[src/rtl/event_blinker_pkg.sv]
// Shared types and defaults for the event blinker slice.
// FSM encoding, default timing constants and width helpers.
package event_blinker_pkg;

  typedef enum logic [1:0] {
    ST_IDLE = 2'd0,
    ST_ON   = 2'd1,
    ST_GAP  = 2'd2
  } state_e;

  localparam int DEF_F_COUNT     = 1000;
  localparam int DEF_ON_TICKS    = 20000;
  localparam int DEF_OFF_TICKS   = 10000;
  localparam int DEF_MAX_PENDING = 7;

  function automatic int max_i(input int a, input int b);
    return (a > b) ? a : b;
  endfunction

  function automatic int clog2_min1(input int v);
    return (v > 1) ? $clog2(v) : 1;
  endfunction

endpackage

[src/rtl/event_blinker_if.sv]
// Event/LED bundle between the event source and the blinker.
// Overflow signals exist only when BLINK_OVF_EN is defined.
interface event_blinker_if
  import event_blinker_pkg::*;
#(
  parameter int MAX_PENDING = DEF_MAX_PENDING
) ();

  localparam int PW = $clog2(MAX_PENDING + 1);

  logic          i_event;
  logic          o_led;
  logic          o_busy;
  logic [PW-1:0] o_pending;
`ifdef BLINK_OVF_EN
  logic          o_ovf;
  logic          i_ovf_clr;

  modport master (
    output i_event, i_ovf_clr,
    input  o_led, o_busy, o_pending, o_ovf
  );
  modport slave (
    input  i_event, i_ovf_clr,
    output o_led, o_busy, o_pending, o_ovf
  );
`else
  modport master (
    output i_event,
    input  o_led, o_busy, o_pending
  );
  modport slave (
    input  i_event,
    output o_led, o_busy, o_pending
  );
`endif

endinterface

[src/rtl/event_blinker_tick_prescaler.sv]
// Enable-tick timebase: counts 0..F_COUNT-1, one-clk tick on wrap.
// i_clr restarts the count so the next tick is a full period away.
module tick_prescaler
  import event_blinker_pkg::*;
#(
  parameter int F_COUNT = DEF_F_COUNT
) (
  input  logic clk,
  input  logic rst,
  input  logic i_clr,
  output logic o_tick
);

  localparam int W = clog2_min1(F_COUNT);

  logic [W-1:0] cnt_q, cnt_d;

  assign o_tick = (cnt_q == W'(F_COUNT - 1));

  always_comb begin
    cnt_d = cnt_q + W'(1);
    if (i_clr || o_tick) cnt_d = '0;
  end

  always_ff @(posedge clk or posedge rst) begin
    if (rst) cnt_q <= '0;
    else     cnt_q <= cnt_d;
  end

endmodule

[src/rtl/event_blinker.sv]
// Turns single-cycle events into ON/GAP LED blinks with a pending queue.
// Define BLINK_OVF_EN to get the sticky o_ovf flag and i_ovf_clr.
module event_blinker
  import event_blinker_pkg::*;
#(
  parameter int F_COUNT     = DEF_F_COUNT,
  parameter int ON_TICKS    = DEF_ON_TICKS,
  parameter int OFF_TICKS   = DEF_OFF_TICKS,
  parameter int MAX_PENDING = DEF_MAX_PENDING
) (
  input  logic            clk,
  input  logic            rst,
  event_blinker_if.slave  bus
);

  localparam int TW = clog2_min1(max_i(ON_TICKS, OFF_TICKS));
  localparam int PW = $clog2(MAX_PENDING + 1);

  state_e        state_q, state_d;
  logic [TW-1:0] tcnt_q, tcnt_d;
  logic [PW-1:0] pend_q, pend_d;
  logic          tick, clr;
  logic          on_end, gap_end;
  logic          direct, dec, inc, full;

  tick_prescaler #(
    .F_COUNT (F_COUNT)
  ) u_presc (
    .clk    (clk),
    .rst    (rst),
    .i_clr  (clr),
    .o_tick (tick)
  );

  assign on_end  = tick && (tcnt_q == TW'(ON_TICKS - 1));
  assign gap_end = tick && (tcnt_q == TW'(OFF_TICKS - 1));
  assign clr     = (state_d != state_q);

  always_comb begin
    state_d = state_q;
    direct  = 1'b0;
    dec     = 1'b0;
    unique case (state_q)
      ST_IDLE: begin
        if (bus.i_event) begin
          state_d = ST_ON;
          direct  = 1'b1;
        end
      end
      ST_ON: begin
        if (on_end) state_d = ST_GAP;
      end
      ST_GAP: begin
        if (gap_end) begin
          if (pend_q != '0) begin
            state_d = ST_ON;
            dec     = 1'b1;
          end else if (bus.i_event) begin
            state_d = ST_ON;
            direct  = 1'b1;
          end else begin
            state_d = ST_IDLE;
          end
        end
      end
      default: state_d = ST_IDLE;
    endcase
  end

  // Tick count restarts with the prescaler on every phase change
  always_comb begin
    tcnt_d = tcnt_q;
    if (tick && state_q != ST_IDLE)
      tcnt_d = tcnt_q + TW'(1);
    if (clr || state_q == ST_IDLE)
      tcnt_d = '0;
  end

  assign inc  = bus.i_event && !direct;
  assign full = (pend_q == PW'(MAX_PENDING));

  always_comb begin
    pend_d = pend_q;
    unique case ({inc, dec})
      2'b10:   if (!full) pend_d = pend_q + PW'(1);
      2'b01:   pend_d = pend_q - PW'(1);
      default: pend_d = pend_q;
    endcase
  end

  always_ff @(posedge clk or posedge rst) begin
    if (rst) begin
      state_q <= ST_IDLE;
      tcnt_q  <= '0;
      pend_q  <= '0;
    end else begin
      state_q <= state_d;
      tcnt_q  <= tcnt_d;
      pend_q  <= pend_d;
    end
  end

  assign bus.o_led     = (state_q == ST_ON);
  assign bus.o_busy    = (state_q != ST_IDLE);
  assign bus.o_pending = pend_q;

`ifdef BLINK_OVF_EN
  logic drop;
  logic ovf_q, ovf_d;

  assign drop = inc && !dec && full;

  always_comb begin
    ovf_d = ovf_q;
    if (bus.i_ovf_clr) ovf_d = 1'b0;
    if (drop)          ovf_d = 1'b1;
  end

  always_ff @(posedge clk or posedge rst) begin
    if (rst) ovf_q <= 1'b0;
    else     ovf_q <= ovf_d;
  end

  assign bus.o_ovf = ovf_q;
`endif

endmodule

[src/flat_wrapper.sv]
// flat-port wrapper written by rule: the top's interface ports become plain ports
module event_blinker_flat import event_blinker_pkg::*;
#(
  parameter int F_COUNT     = DEF_F_COUNT,
  parameter int ON_TICKS    = DEF_ON_TICKS,
  parameter int OFF_TICKS   = DEF_OFF_TICKS,
  parameter int MAX_PENDING = DEF_MAX_PENDING
)
  (clk, rst, bus_i_event, bus_o_led, bus_o_busy, bus_o_pending);
  event_blinker_if #(.MAX_PENDING(MAX_PENDING)) bus_i ();
  input  logic clk;
  input  logic rst;
  input wire logic [$bits(bus_i.i_event)-1:0] bus_i_event;
  output wire logic [$bits(bus_i.o_led)-1:0] bus_o_led;
  output wire logic [$bits(bus_i.o_busy)-1:0] bus_o_busy;
  output wire logic [$bits(bus_i.o_pending)-1:0] bus_o_pending;
  assign bus_i.i_event = bus_i_event;
  assign bus_o_led = bus_i.o_led;
  assign bus_o_busy = bus_i.o_busy;
  assign bus_o_pending = bus_i.o_pending;
  event_blinker #(.F_COUNT(F_COUNT), .ON_TICKS(ON_TICKS), .OFF_TICKS(OFF_TICKS), .MAX_PENDING(MAX_PENDING)) u_core (.clk(clk), .rst(rst), .bus(bus_i));
endmodule
[config.mk]
export PLATFORM = sky130hd
export DESIGN_NAME = event_blinker_flat
export DESIGN_NICKNAME = d
export VERILOG_FILES = /design/src/rtl/event_blinker_pkg.sv /design/src/rtl/event_blinker_if.sv /design/src/rtl/event_blinker_tick_prescaler.sv /design/src/rtl/event_blinker.sv /design/src/flat_wrapper.sv
export SDC_FILE = /design/constraint.sdc
export NUM_CORES = 1
export LEC_CHECK = 0
export BUFFER_PORTS_ARGS = -buffer_cell sky130_fd_sc_hd__buf_2
export CORE_ASPECT_RATIO = 0.9
export CORE_MARGIN = 2
export CORE_UTILIZATION = 30
export DETAILED_ROUTE_END_ITERATION = 16
export PLACE_DENSITY_LB_ADDON = 0.08
export SYNTH_ARGS = -nofsm -noshare
export SYNTH_HDL_FRONTEND = slang
export SYNTH_HIERARCHICAL = 1
export SYNTH_SLANG_ARGS = --single-unit
[constraint.sdc]
create_clock -name clk -period 8.05 [get_ports clk]
set_clock_uncertainty 0.05 [all_clocks]
set_input_delay 0.805 -clock clk [delete_from_list [all_inputs] [get_ports clk]]
set_output_delay 0.805 -clock clk [all_outputs]
set_load 0.01 [all_outputs]
-- Word level (Yosys, flattened, before mapping)
Cells that the tools add are included.
- divide/modulo/power cells: 0
- equal/unequal tests: 10
- multipliers: 0
- magnitude comparators: 0
- bitwise logic cells: 0
- reduce and logical (&&, ||, !) cells: 13
- shifts and indexed selects: 0
- multiplexer cells: 18
- $add $sub $neg: 4
- operator list (kind ; number):
    $mux W15 ; 2
    $add A15 B1 Y15 const B ; 1
    $eq A15 B14 Y1 const B ; 1
    $eq A15 B15 Y1 const B ; 1
    $add A10 B1 Y10 const B ; 1
    $eq A10 B10 Y1 const B ; 1
    $mux W10 ; 1
    $mux W2 ; 4
    $mux W1 ; 7
    $pmux W2 S3 ; 1
    $pmux W3 S2 ; 1
    $reduce_bool A2 Y1 ; 3
    $eq A2 B1 Y1 const B ; 2
    $eq A2 B2 Y1 const B ; 2
    $logic_and A1 B1 Y1 ; 4
    $add A3 B1 Y3 const B ; 1
    $eq A3 B3 Y1 const B ; 1
    $mux W3 ; 1
    $reduce_bool A3 Y1 ; 1
    $sub A3 B1 Y3 const B ; 1
    $logic_not A2 Y1 ; 1
    $logic_or A1 B1 Y1 ; 2
    $ne A2 B2 Y1 ; 1
    $ne A2 B2 Y1 const B ; 1
    3 further kinds ; 3
- ROM bits: 0
- bits of input ports: 3
- memories kept: 0
- output and inout port bits: 5
- bits in latches: 0
- logic and storage cells: 49
- RAM bits: 0
- register bits: 30

-- Depth between registers and ports, before layout
- depth after elaboration: 9
- mapped depth: 12
- mapped depth without buffers: 12

-- By module
The synthesis kept the hierarchy.
- by module, submodules not included (module ; area an instance (um2) ; times used ; cells each):
    event_blinker ; 1253.7 ; 1 ; 139
    tick_prescaler ; 545.5 ; 1 ; 57

-- Worst setup path before layout
No wires, ideal clock.
- path type: reg2reg
- from: register u_core.u_presc.cnt_q[0]
- to: register u_core.pend_q[1] (netlist: u_core/bus.o_pending[1])
- path slack: 5062 ps
- cell stages (with the launch flop): 12
- clock period less this slack: 2988 ps
- data arrival time: 2873 ps
- cell sequence: dfrtp_1 > ha_1 > and4bb_4 > and3_2 > and4_1 > nand4b_1 > nor4_2 > o31ai_1 > fa_1 > nor2b_1 > a221oi_1 > o221a_2
- cells in the longest elaborated chain, start to end: 9
- elaborated cells between the ends (all ways): 14
- those cells by class: eq/ne (4); mux (5); reduce/logical (5)
- RTL lines (what ; line ; RTL):
    start, declared ; event_blinker_tick_prescaler.sv:16 ; logic [W-1:0] cnt_q, cnt_d;
    start signal, assigned ; event_blinker_tick_prescaler.sv:27 ; else cnt_q <= cnt_d;
    $eq A10 B10 Y1 (*) ; event_blinker_tick_prescaler.sv:18 ; assign o_tick = (cnt_q == W'(F_COUNT - 1));
    named net u_core.tick ; event_blinker.sv:22 ; logic tick, clr;
    $logic_and A1 B1 Y1 (*) ; event_blinker.sv:36 ; assign gap_end = tick && (tcnt_q == TW'(OFF_TICKS - 1));
    $mux W1 ; event_blinker.sv:54 ; if (gap_end) begin
    $pmux W1 S2 ; event_blinker.sv:43 ; unique case (state_q)
    $logic_not A1 Y1 ; event_blinker.sv:79 ; assign inc = bus.i_event && !direct;
    $logic_and A1 B1 Y1 ; event_blinker.sv:79 ;
    $eq A2 B2 Y1 / $eq A2 B1 Y1 (equally long branches) ; event_blinker.sv:84 ; unique case ({inc, dec})
    $ne A2 B2 Y1 (no source line) / $reduce_bool A2 Y1 (equally long branches) ; -- ;
    $reduce_and A2 Y1 (no source line) ; -- ;
    end signal, assigned ; event_blinker.sv:99 ; pend_q <= pend_d;
    end, declared ; event_blinker.sv:21 ; logic [PW-1:0] pend_q, pend_d;
Mark *: on every way through the listed nets, which the timed path passes. The rest lies on a longest branch.
A chain may end at the register's enable or synchronous reset.

-- Final worst setup path
Ends and elaborated chain as after synthesis.

==> reports/metrics.yaml <==
outcome: "finished clean"
reg2reg_depth: 11
finalCriticalPeriod_ns: 3.28
met2WireLength_um: 1810
synth.avg_cell_area_sq_um: 9.18
via_per_inst: 5.37
synth-main-ff-cell: "dfrtp_1"
dpl_cell_area_sq_mm: 0.00189
grt_pass1_vias: 1399
die_width_um: 85.6
htree_levels: 2
min_period_over_period_pct: 40.8
crit_type: "flip-flop to flip-flop"
clk_path_buf_depth: 2
ys_warn_count: 6
port_buffers: 7
routed-wl-met3_um: 153
max_clock_freq_mhz: 305
num_vias: 1472
synthCells: 196
fin_area_sq_mm: 0.00197
synth_edf_count: 0
yosysUniqueCellTypes: 51
holdBufCountCts: 0
cp-end-kind: "flip-flop"
highest_layer: "met4"
place.gp.congestion: 0.794
async_flop_share_pct: 100
post_cts_buffers: 0
yosysSeqAreaShare_pct: 41.7
ys_ff_latch: 30
r2r-start: "u_core/u_presc/cnt_q[0]"
rrSetupSlack_ns: 4.77
die_h_um: 77.5
path_max_fanout: 6
maxCapViolCount: 0
path_clk_slew_ns: 0.07
setup_viol: 0
drive_gt1_share_pct: 14.7
p_per_area_mw_per_mm2: 224
grt_max_degree: 21
cts.sinks: 30
cts_resized: 0
overflow: 0
die_area_sq_mm: 0.00663
grt_first_pass_wirelength_um: 6690
grt_usage_pct: 12.6
initial_utilization_pct: 31.4
clockPowerShare_pct: 25.9
synth_nets: 202
dp_hpwl_um: 2760
placed_cells: 267
num_antenna_cells: 0
numCtsBuffers: 5
cp_data_arrival_time_ns: 3.45
timing.final.hold_violations: 0
area_delta_synth_final_pct: 9.67
power.switching_mw: 0.155
clk_latency_ns: 0.28
design.portCount: 8
synth.largest_area_cell: "dfrtp_1"
wl_per_cell_um: 14.3
wl_um: 3910
drcViolationCount: 0
cp_data_required_time_ns: 8.22
synthTopCellsByArea: "dfrtp_1 (42%), nor2_1 (6.9%), xnor2_1 (5.4%), nand4_1 (3.1%), xor2_1 (2.9%)"
p_comb_share_pct: 26.4
synth_top_area_share_pct: 41.7
swShare_pct: 35.0
nets: 210
finalMaxSlewViolations: 0
start_kind: "flip-flop"
dr.pass1.iters: 4
rows: 26
synthTopCellsByCount: "nor2_1 (33), dfrtp_1 (30), nand2_1 (12), xnor2_1 (11)"
hp-class: "input pin to asynchronous set/reset pin"
core-area_sq_mm: 0.00573
tightest_slew_ns: 0.805
cts_root_buffer: "clkbuf_8"
layout.cells.non_filler: 274
internal-power_mw: 0.288
antenna_found_initial: 0
drt-initial-drc-count: 63
slew_headroom_pct: 46.3
wl_met1_um: 1920
ir_drop_uv: 92.5
leakage_nw: 0.823
syn_area_sq_mm: 0.00180
cts_tree: "built"
setup_tns_ns: 0
synth.most_common_cell: "nor2_1"
antenna_left: 0
power.share.sequential_pct: 47.7
rsz0062_at_grt: "false"
r2r_end: "u_core/bus.o_pending[1]"
-- final cells by class --
type,count,area [sq um]
inverter,9,33.8
clock buffer,5,68.8
sequential,30,751
clock inverter,2,10.0
timing repair buffer,7,35.0
multi-input combinational,151,987
fill,601,3750
tap,70,87.6
-- worst max-delay path by stage --
stage | end | slack (ns) | from | cells past startpoint
after floorplan | u_core/bus.o_pending[1] | 5.06 | u_core/u_presc/cnt_q[0] | 11
after global placement | u_core/bus.o_pending[1] | 4.86 | u_core/u_presc/cnt_q[0] | 11
after detailed placement | u_core/bus.o_pending[1] | 4.79 | u_core/u_presc/cnt_q[0] | 11
after CTS | u_core/bus.o_pending[1] | 4.78 | u_core/u_presc/cnt_q[0] | 11
after global routing | u_core/bus.o_pending[2] | 4.53 | u_core/u_presc/cnt_q[0] | 12
final | u_core/bus.o_pending[1] | 4.77 | u_core/u_presc/cnt_q[0] | 11
-- worst max-delay path: stages (launching register included) --
cell and delay, ns:
dfrtp_1 0.41, ha_1 0.26, and4bb_4 0.29, and3_2 0.25, and4_1 0.29, nand4b_1 0.13, nor4_2 0.29, o31ai_1 0.14
fa_1 0.50, nor2b_1 0.16, a221oi_1 0.23, o221a_2 0.22
-- routing by layer --
metal / GRT usage [%] / vias up
met5: 0 / -
met4: 4.92 / 0
met3: 3.62 / 2
met2: 19.7 / 31
met1: 16.5 / 717
li1: - / 722
-- layout by cell type (no fill, tap or decap), types with 2 or more instances in the layout --
master | Yosys | layout
and4_1 | 3 | 3
nand2_1 | 12 | 12
nor2b_1 | 3 | 3
nand3_1 | 8 | 8
nor2_1 | 33 | 33
o211ai_1 | 2 | 2
and3_2 | 4 | 4
a31o_2 | 2 | 2
nor3_1 | 5 | 5
ha_1 | 2 | 2
clkbuf_8 | 0 | 5
inv_1 | 9 | 9
or3_1 | 3 | 3
a31oi_1 | 2 | 2
nand4_1 | 9 | 9
buf_2 | 1 | 7
xor2_1 | 6 | 6
clkinv_2 | 0 | 2
a211oi_1 | 3 | 3
and2_1 | 2 | 2
dfrtp_1 | 30 | 30
xnor2_1 | 11 | 11
o21ai_0 | 8 | 8
a21oi_1 | 7 | 7
-- through the flow --
step                      setup slack, ns  power, mW  utilization (%)  hold slack, ns
after floorplan                      5.06      0.300                -           0.415
after global placement               4.86      0.327             33.1           0.437
after detailed placement             4.79      0.328             33.1           0.456
after CTS                            4.78      0.448             34.5           0.466
after global routing                 4.53      0.475             34.5           0.488
final                                4.77      0.442             34.5           0.458
-- state kept, by name (all words and copies together) (netlist names) --
signal / cells
u_core/tcnt_q: 15
u_core/bus.o_pending: 3
u_core/u_presc/cnt_q: 10
u_core/state_q: 2
-- cell families after synthesis --
family,Yosys count,synth area share [%]
compound gates,34,13.3
xor+xnor,17,8.28
fa+ha+maj,3,2.50
buf+inv,15,3.41
flops,30,41.7
mux,1,0.556
simple gates,96,30.3
-- power by group through the flow --
stage	Clock, mW	Combinational (mW)	Sequential (mW)
floorplan	0	0.100	0.199
global placement	0	0.115	0.212
detailed placement	0	0.116	0.213
CTS	0.121	0.116	0.210
global route	0.128	0.131	0.216
finish	0.115	0.117	0.211
Note: power is estimated with default switching activity, not from simulation.
